$ cat config.mk
export PLATFORM = sky130hd
export DESIGN_NAME = t01_drop_ctrl_flat
export DESIGN_NICKNAME = d
export VERILOG_FILES = /design/src/rtl/t01_drop_ctrl_if.sv /design/src/rtl/t01_drop_ctrl.sv /design/src/flat_wrapper.sv
export SDC_FILE = /design/constraint.sdc
export NUM_CORES = 1
export LEC_CHECK = 0
export CORE_ASPECT_RATIO = 0.75
export CORE_MARGIN = 3
export CORE_UTILIZATION = 40
export CTS_CLUSTER_SIZE = 10
export DETAILED_ROUTE_END_ITERATION = 10
export HOLD_SLACK_MARGIN = 0.05
export PLACE_DENSITY = 0.66
export SLEW_MARGIN = 10
export SYNTH_ARGS = -nofsm -noshare
export SYNTH_HDL_FRONTEND = slang
export SYNTH_SLANG_ARGS = --single-unit
$ cat constraint.sdc
create_clock -name clk -period 1.6 [get_ports clk]
set_input_delay 0.16 -clock clk [delete_from_list [all_inputs] [get_ports clk]]
set_output_delay 0.16 -clock clk [all_outputs]
set_load 0.005 [all_outputs]
$ cat src/rtl/t01_drop_ctrl_if.sv
// t01_drop_ctrl_if: game-mode, divider tick, board and spawn handshakes for the drop controller
interface t01_drop_ctrl_if;
  logic [1:0] top_level_state;
  logic       drop_tick_n;
  logic       soft_drop;
  logic       hard_drop;
  logic       move_reset;
  logic       drop_done;
  logic       drop_blocked;
  logic       clear_done;
  logic       spawn_ack;
  logic       spawn_fail;
  logic       drop_req;
  logic       lock_piece;
  logic       spawn_req;
  logic       speed_up;
  logic       game_over;
  logic [2:0] state_dbg;
  modport master (
    output top_level_state, drop_tick_n, soft_drop, hard_drop, move_reset,
           drop_done, drop_blocked, clear_done, spawn_ack, spawn_fail,
    input  drop_req, lock_piece, spawn_req, speed_up, game_over, state_dbg
  );
  modport slave (
    input  top_level_state, drop_tick_n, soft_drop, hard_drop, move_reset,
           drop_done, drop_blocked, clear_done, spawn_ack, spawn_fail,
    output drop_req, lock_piece, spawn_req, speed_up, game_over, state_dbg
  );
endinterface

$ cat src/rtl/t01_drop_ctrl.sv
// t01_drop_ctrl: gravity, lock-delay, spawn sequencing and game-over control for the falling piece
module t01_drop_ctrl #(
  parameter int LOCK_TICKS = 2,
  parameter int MAX_RESETS = 8
) (
  input logic             clk,
  input logic             rst,
  t01_drop_ctrl_if.slave  bus
);
  typedef enum logic [2:0] {
    IDLE, SPAWN, FALL, DROP, LOCK_WAIT, LOCK, CLEAR, OVER
  } state_t;
  state_t     state, nxt;
  logic [3:0] lock_cnt, lock_nxt, reset_cnt, reset_nxt;
  logic       hard_mode, hard_nxt, tick_prev, drop_req_q, speed_q;
  logic       tick_evt, play;
  assign play     = bus.top_level_state == 2'b01;
  assign tick_evt = tick_prev & ~bus.drop_tick_n;
  // next state and counter updates; abort out of play overrides everything
  always_comb begin
    nxt       = state;
    lock_nxt  = lock_cnt;
    reset_nxt = reset_cnt;
    hard_nxt  = hard_mode;
    case (state)
      IDLE:  nxt = play ? SPAWN : IDLE;
      SPAWN: if (bus.spawn_ack) begin
        nxt       = bus.spawn_fail ? OVER : FALL;
        lock_nxt  = '0;
        reset_nxt = '0;
        hard_nxt  = 1'b0;
      end
      FALL: if (bus.hard_drop) begin
        nxt      = DROP;
        hard_nxt = 1'b1;
      end else if (tick_evt) nxt = DROP;
      DROP: if (bus.drop_done) begin
        nxt      = bus.drop_blocked ? (hard_mode ? LOCK : LOCK_WAIT) : (hard_mode ? DROP : FALL);
        lock_nxt = '0;
      end
      LOCK_WAIT: if (bus.move_reset && reset_cnt < 4'(MAX_RESETS)) begin
        reset_nxt = reset_cnt + 4'd1;
        lock_nxt  = '0;
        nxt       = FALL;
      end else if (bus.hard_drop) nxt = LOCK;
      else if (tick_evt) begin
        lock_nxt = lock_cnt + 4'd1;
        nxt      = (lock_cnt + 4'd1 == 4'(LOCK_TICKS)) ? LOCK : LOCK_WAIT;
      end
      LOCK:  nxt = CLEAR;
      CLEAR: nxt = bus.clear_done ? SPAWN : CLEAR;
      OVER:  nxt = play ? OVER : IDLE;
      default: nxt = IDLE;
    endcase
    if (!play && state != IDLE && state != OVER) begin
      nxt       = IDLE;
      lock_nxt  = '0;
      reset_nxt = '0;
      hard_nxt  = 1'b0;
    end
  end
  // state, counters, tick history and registered request outputs
  always_ff @(posedge clk or posedge rst) begin
    if (rst) begin
      state      <= IDLE;
      lock_cnt   <= '0;
      reset_cnt  <= '0;
      hard_mode  <= 1'b0;
      tick_prev  <= 1'b0;
      drop_req_q <= 1'b0;
      speed_q    <= 1'b0;
    end else begin
      state      <= nxt;
      lock_cnt   <= lock_nxt;
      reset_cnt  <= reset_nxt;
      hard_mode  <= hard_nxt;
      tick_prev  <= bus.drop_tick_n;
      drop_req_q <= nxt == DROP && !(state == DROP && bus.drop_done);
      speed_q    <= bus.soft_drop && (state inside {FALL, DROP, LOCK_WAIT});
    end
  end
  assign bus.drop_req   = drop_req_q;
  assign bus.lock_piece = state == LOCK;
  assign bus.spawn_req  = state == SPAWN;
  assign bus.game_over  = state == OVER;
  assign bus.speed_up   = speed_q;
  assign bus.state_dbg  = state;
endmodule

$ cat src/flat_wrapper.sv
// flat-port wrapper written by rule: the top's interface ports become plain ports
module t01_drop_ctrl_flat 
#(
  parameter int LOCK_TICKS = 2,
  parameter int MAX_RESETS = 8
)
  (clk, rst, bus_top_level_state, bus_drop_tick_n, bus_soft_drop, bus_hard_drop, bus_move_reset, bus_drop_done, bus_drop_blocked, bus_clear_done, bus_spawn_ack, bus_spawn_fail, bus_drop_req, bus_lock_piece, bus_spawn_req, bus_speed_up, bus_game_over, bus_state_dbg);
  t01_drop_ctrl_if bus_i ();
  input logic clk;
  input logic rst;
  input wire logic [$bits(bus_i.top_level_state)-1:0] bus_top_level_state;
  input wire logic [$bits(bus_i.drop_tick_n)-1:0] bus_drop_tick_n;
  input wire logic [$bits(bus_i.soft_drop)-1:0] bus_soft_drop;
  input wire logic [$bits(bus_i.hard_drop)-1:0] bus_hard_drop;
  input wire logic [$bits(bus_i.move_reset)-1:0] bus_move_reset;
  input wire logic [$bits(bus_i.drop_done)-1:0] bus_drop_done;
  input wire logic [$bits(bus_i.drop_blocked)-1:0] bus_drop_blocked;
  input wire logic [$bits(bus_i.clear_done)-1:0] bus_clear_done;
  input wire logic [$bits(bus_i.spawn_ack)-1:0] bus_spawn_ack;
  input wire logic [$bits(bus_i.spawn_fail)-1:0] bus_spawn_fail;
  output wire logic [$bits(bus_i.drop_req)-1:0] bus_drop_req;
  output wire logic [$bits(bus_i.lock_piece)-1:0] bus_lock_piece;
  output wire logic [$bits(bus_i.spawn_req)-1:0] bus_spawn_req;
  output wire logic [$bits(bus_i.speed_up)-1:0] bus_speed_up;
  output wire logic [$bits(bus_i.game_over)-1:0] bus_game_over;
  output wire logic [$bits(bus_i.state_dbg)-1:0] bus_state_dbg;
  assign bus_i.top_level_state = bus_top_level_state;
  assign bus_i.drop_tick_n = bus_drop_tick_n;
  assign bus_i.soft_drop = bus_soft_drop;
  assign bus_i.hard_drop = bus_hard_drop;
  assign bus_i.move_reset = bus_move_reset;
  assign bus_i.drop_done = bus_drop_done;
  assign bus_i.drop_blocked = bus_drop_blocked;
  assign bus_i.clear_done = bus_clear_done;
  assign bus_i.spawn_ack = bus_spawn_ack;
  assign bus_i.spawn_fail = bus_spawn_fail;
  assign bus_drop_req = bus_i.drop_req;
  assign bus_lock_piece = bus_i.lock_piece;
  assign bus_spawn_req = bus_i.spawn_req;
  assign bus_speed_up = bus_i.speed_up;
  assign bus_game_over = bus_i.game_over;
  assign bus_state_dbg = bus_i.state_dbg;
  t01_drop_ctrl #(.LOCK_TICKS(LOCK_TICKS), .MAX_RESETS(MAX_RESETS)) u_core (.clk(clk), .rst(rst), .bus(bus_i));
endmodule
# After elaboration in Yosys (flattened, before gate mapping)
# Index checks and enable logic that the tools add are counted.
# word_totals
input_bits	13
word_cells	77
reg_bits	15
# classes
add_sub_neg	2
reduce_logical	17
magnitude_cmp	1
bitwise	2
eq_ne	17
muxes	31
# ops
cell	n
$mux 3	12
$mux 4	8
$pmux 3 s8	1
$eq 3x3->1 const B	4
$pmux 4 s3	1
$reduce_bool 3->1	4
$eq 3x2->1 const B	3
$ne 3x2->1 const B	3
$add 4x1->4 const B	2
$pmux 4 s2	1
$mux 1	7
$logic_and 1x1->1	6
$reduce_and 3->1	2
$reduce_and 5->1	1
$eq 4x2->1 const B	1
$lt 4x4->1 const B	1
$ne 4x1->1 const B	1
$ne 4x2->1 const B	1
$reduce_bool 4->1	1
$eq 3x1->1 const B	1
$logic_not 3->1	1
$ne 3x1->1 const B	1
$ne 3x3->1 const B	1
$eq 2x1->1 const B	1
other kinds (4)	5

# Depth between registers and ports, before layout
# depth
ltp_word	10
ltp_mapped	6

# Worst setup path before layout
# Ideal clock, no wire load.
# synth_path
kind	register to register
start	register u_core.state[0] (netlist: u_core.bus.state_dbg[0])
end	register u_core.lock_cnt[3]
path_stages_with_launch	7
period_less_slack_ps	1603
n_path_buf	1
path_slack_ps	-3
setup_ps	104
arrival_time_ps	1500
path_cell_list	dfrtp_1 buf_6 nor3b_4 a22oi_4 a21oi_2 or2_4 o41ai_2
# synth_rtl
element	line_no	source
start: declaration	t01_drop_ctrl.sv:13	state_t state, nxt;
start signal: assignment	t01_drop_ctrl.sv:73	state <= nxt;
$eq 3x1->1 *	n/a	
named net bus_spawn_req	flat_wrapper.sv:23	output wire logic [$bits(bus_i.spawn_req)-1:0] bus_spawn_req;
$ne 3x2->1 (no source line), or another cell as far along	n/a	
$reduce_and 5->1 (no source line) or $mux 4 (tied branches)	n/a	
end signal: assignment	t01_drop_ctrl.sv:74	lock_cnt <= lock_nxt;
end: declaration	t01_drop_ctrl.sv:14	logic [3:0] lock_cnt, lock_nxt, reset_cnt, reset_nxt;
# The timed path passes the listed nets; every way through them passes the cells marked *.
# A chain may end at the register's enable or synchronous reset.

# Worst setup path in the final report
# layout_path
start	register u_core.state[0] (netlist: u_core.bus.state_dbg[0])
end	register u_core.drop_req_q (netlist: u_core.bus.drop_req)
# layout_via
elab_chain_cells	7
# layout_rtl
element	line_no	source
$mux 3	t01_drop_ctrl.sv:46	else if (tick_evt) begin
$mux 3	t01_drop_ctrl.sv:45	end else if (bus.hard_drop) nxt = LOCK;
$mux 3	t01_drop_ctrl.sv:41	LOCK_WAIT: if (bus.move_reset && reset_cnt < 4'(MAX_RESETS)) begin
$pmux 3 s8	t01_drop_ctrl.sv:25	case (state)
$mux 3	t01_drop_ctrl.sv:55	if (!play && state != IDLE && state != OVER) begin
$eq 3x2->1	t01_drop_ctrl.sv:78	drop_req_q <= nxt == DROP && !(state == DROP && bus.drop_done);
$logic_and 1x1->1 *	t01_drop_ctrl.sv:78	
end signal: assignment	t01_drop_ctrl.sv:78	
end: declaration	t01_drop_ctrl.sv:15	logic hard_mode, hard_nxt, tick_prev, drop_req_q, speed_q;
# Mark *: on every way between the ends. The rest lies on a longest branch, timed or not.

==> qor.yml <==
die:
  fp.dieArea_sq_um: 3500
  floorplan.initialDensity_pct: 42.7
  die-height_microns: 52
  floorplan.core_area_sq_um: 2640
  num_rows: 16
  num_io_pins: 21
  floorplan.die.width_microns: 67.3
logic_synthesis:
  syn_nets: 138
  synth_enable_flop_cells: 0
  postSynth.asyncResetShare_pct: 100
  synthDominantCellAreaShare_pct: 33.3
  synthTopCellsByCount: "sky130_fd_sc_hd__dfrtp_1, sky130_fd_sc_hd__nor2_1, sky130_fd_sc_hd__nand2_1, sky130_fd_sc_hd__inv_1, sky130_fd_sc_hd__a21oi_1"
  syn-cell-area_sq_um: 1130
  number_of_warnings_reported_in_the_yosys_synthesis_log: 0
  yosys-top-cells-area: "sky130_fd_sc_hd__dfrtp_1, sky130_fd_sc_hd__nor2_1, sky130_fd_sc_hd__ha_1, sky130_fd_sc_hd__nor3b_4, sky130_fd_sc_hd__nand2_1"
  synth_area_per_cell_sq_um: 9.25
  post_synth_inst_count: 122
  post-synth-top-area-cell: "sky130_fd_sc_hd__dfrtp_1"
  yosysSeqAreaShare_pct: 33.3
  synth-seq-cells: 15
  yosysUniqueCellTypes: 46
  synth.most_common_cell: "sky130_fd_sc_hd__dfrtp_1"
  synth_flop_cell: "sky130_fd_sc_hd__dfrtp_1"
drt:
  route.final.wire_length_microns: 3620
  drt.antenna.violating_nets: 0
  routed_metal_1_wire_length_microns: 1480
  wl_per_cell_microns: 16.8
  post_route_drc: 0
  topRoutingLayerUsed: "met4"
  drt_first_pass_iters: 4
  met3_length_microns: 198
  route.met2.wl_microns: 1860
  vias_per_inst: 5.65
  drt_iter0_markers: 51
  routed-via-count: 1215
power:
  clock_power_share_pct: 35.2
  power.net_switching_uw: 214
  cell_internal_pwr_uw: 651
  power_density_nw_per_um2: 485
  pwr-share-comb_pct: 20.2
  total_leakage_power_nw: 0.800
  seq_power_share_pct: 44.6
  worst_ir_drop_vdd_v: 0.000534
  switching_share_of_power_pct: 24.8
setup_path:
  setup.worst_path.start_class: "flop"
  worstPathRequired_ns: 1.74
  crit_type: "reg -> reg"
  cp_data_arrival_time_ns: 1.87
  worst_setup_path_end_kind: "flop"
  crit_fanout: 5
global_route:
  globalRouteTotalUtil_pct: 21.0
  number_of_global_route_vias_before_repair: 1219
  initial_antenna_violation_count: 0
  grt_max_degree: 16
  wire_length_of_the_first_global_routing_pass_microns: 5480
  globalRoute.totalOverflow: 0
cells_and_area:
  fillers: 227
  drive_above_1_share_pct: 41.3
  post_layout_nonfiller_instances: 215
  fin_util_pct: 67.4
  design.final.nets: 196
  areaGrowthSynthToFinish_pct: 57.9
  final_cell_area_sq_um: 1780
  antenna-diode-count: 0
clocking:
  clockRootBuffer: "sky130_fd_sc_hd__clkbuf_8"
  clock_path_buffers: 2
  cts.htree.levels: 1
  tritoncts_clock_tree: "done"
  hold_buffers: 0
  cts.sinks: 15
  clkTransAtPathRegs_ns: 0.06
  numCtsBuffers: 3
  clock_insertion_delay_worst_skew_ns: 0.24
job:
  maxCapViolations: 0
sta:
  final.period_utilization_pct: 108
  final.hold.worst_slack_ns: 0.265
  setup_viol: 9
  rsz0062_at_grt: "yes"
  slew_headroom_pct: 62.2
  worst_slack_ns: -0.126
  final_period_minus_worst_setup_slack_ns: 1.73
  worst_clock_skew_ns: 0.000637
  maxClockFrequency_mhz: 579
  transition_at_the_pin_with_the_smallest_max_transition_slack_ns: 0.566
  final_max_slew_viol_count: 0
  final-hold-violation-count: 0
placement:
  placed_area_sq_um: 1570
  numPlacedInstances: 203
  final_gp_congestion: 0.973
  io_buffers: 20
  hpwlAfterDp_microns: 2480
status:
  failed_checks: "setup timing"
  outcome: "complete, but fails checks"
hold_path:
  hold_crit_path_type: "in -> async"
==> kinds of logic after synthesis <==
group           Yosys count  synth area share (%)
simple gates             54                  28.2
compound gates           36                  27.3
flops                    15                  33.3
buf+inv                  13                  7.09
fa+ha+maj                 3                  3.33
mux                       1                 0.887
==> cell type report <==
type	count	area (sq um)	share of cell area, %
clock buffers	4	45.0	2.53
well taps	36	45.0	2.53
inverters	7	26.3	1.47
multi-input cells	94	776	43.5
repair buffers	59	513	28.8
flip-flops and latches	15	377	21.1
==> routing by layer <==
metal / global-route usage [%] / vias to the layer above
met5: 0 / -
met4: 5.72 / 0
met3: 5.83 / 12
met2: 36.7 / 43
met1: 25.1 / 597
li1: - / 563
==> worst max-delay path, cell delays in order, from the launching register on <==
cell and delay (ns):
sky130_fd_sc_hd__dfrtp_1 0.39, sky130_fd_sc_hd__buf_6 0.13, sky130_fd_sc_hd__nor3b_4 0.34, sky130_fd_sc_hd__and3_4 0.25, sky130_fd_sc_hd__o41ai_1 0.08, sky130_fd_sc_hd__buf_4 0.16, sky130_fd_sc_hd__a2111oi_4 0.27
==> power by group through the flow <==
stage | sequential, mW | combinational, mW | clock [mW]
6_report | 0.386 | 0.175 | 0.304
3_5_place_dp | 0.392 | 0.152 | 0
3_3_place_gp | 0.392 | 0.148 | 0
4_1_cts | 0.385 | 0.157 | 0.309
2_1_floorplan | 0.393 | 0.0700 | 0
5_1_grt | 0.386 | 0.188 | 0.330
==> final timing paths <==
| check | start | endpoint | slack, ns | cells after the start |
|---|---|---|---|---|
| max | u_core.bus.state_dbg[0] | u_core.bus.drop_req | -0.13 | 6 |
| min | rst | u_core.reset_cnt[1] | 0.27 | 2 |
| max reg2reg | u_core.bus.state_dbg[0] | u_core.bus.drop_req | -0.13 | 6 |
| min reg2reg | u_core.hard_mode | u_core.hard_mode | 0.52 | 2 |
| max in group asynchronous | rst | u_core.bus.state_dbg[1] | 0.93 | 2 |
| min in group clk | bus_soft_drop | u_core.bus.speed_up | 0.46 | 2 |
==> sequential cells by signal, summed over array words and instances (netlist names) <==
register and flops:
u_core.bus.drop_req 1, u_core.bus.speed_up 1, u_core.bus.state_dbg 3, u_core.hard_mode 1, u_core.lock_cnt 4, u_core.reset_cnt 4
u_core.tick_prev 1
==> cell usage in the layout, fill, tap and decap left out, types with 2 or more instances in the layout <==
| master | instances |
|---|---|
| sky130_fd_sc_hd__o41ai_2 | 2 |
| sky130_fd_sc_hd__buf_6 | 3 |
| sky130_fd_sc_hd__dlygate4sd2_1 | 3 |
| sky130_fd_sc_hd__ha_1 | 2 |
| sky130_fd_sc_hd__a21boi_0 | 2 |
| sky130_fd_sc_hd__a21oi_1 | 3 |
| sky130_fd_sc_hd__o22a_1 | 2 |
| sky130_fd_sc_hd__clkbuf_8 | 3 |
| sky130_fd_sc_hd__nand2_1 | 9 |
| sky130_fd_sc_hd__clkdlybuf4s50_1 | 17 |
| sky130_fd_sc_hd__nand3_1 | 5 |
| sky130_fd_sc_hd__dfrtp_1 | 14 |
| sky130_fd_sc_hd__o21ai_0 | 3 |
| sky130_fd_sc_hd__a21oi_2 | 4 |
| sky130_fd_sc_hd__nor3b_4 | 2 |
| sky130_fd_sc_hd__and3_1 | 2 |
| sky130_fd_sc_hd__nand2b_1 | 4 |
| sky130_fd_sc_hd__nor2_1 | 11 |
| sky130_fd_sc_hd__inv_1 | 7 |
| sky130_fd_sc_hd__nor3_1 | 2 |
| sky130_fd_sc_hd__o21ai_1 | 2 |
| sky130_fd_sc_hd__and3b_1 | 2 |
| sky130_fd_sc_hd__nor2_2 | 2 |
| sky130_fd_sc_hd__buf_4 | 35 |
| sky130_fd_sc_hd__nor2b_1 | 3 |
==> timing repair <==
action	4_1_cts	5_1_grt
endpoints found under the setup margin	11	12
cloned	0	0
resized for setup	8	18
pin swaps	4	12
setup buffers	7	1
==> per-stage QoR <==
| stage | setup slack (ns) | TNS, ns | power [mW] |
|---|---|---|---|
| CTS | -0.0905 | -0.240 | 0.851 |
| finish | -0.126 | -0.796 | 0.865 |
| global route | -0.218 | -1.84 | 0.903 |
| floorplan | 0.00107 | 0 | 0.463 |
| detailed placement | -0.292 | -2.15 | 0.544 |
| global placement | -0.218 | -1.66 | 0.540 |
Note: power is estimated with default switching activity, not from simulation.
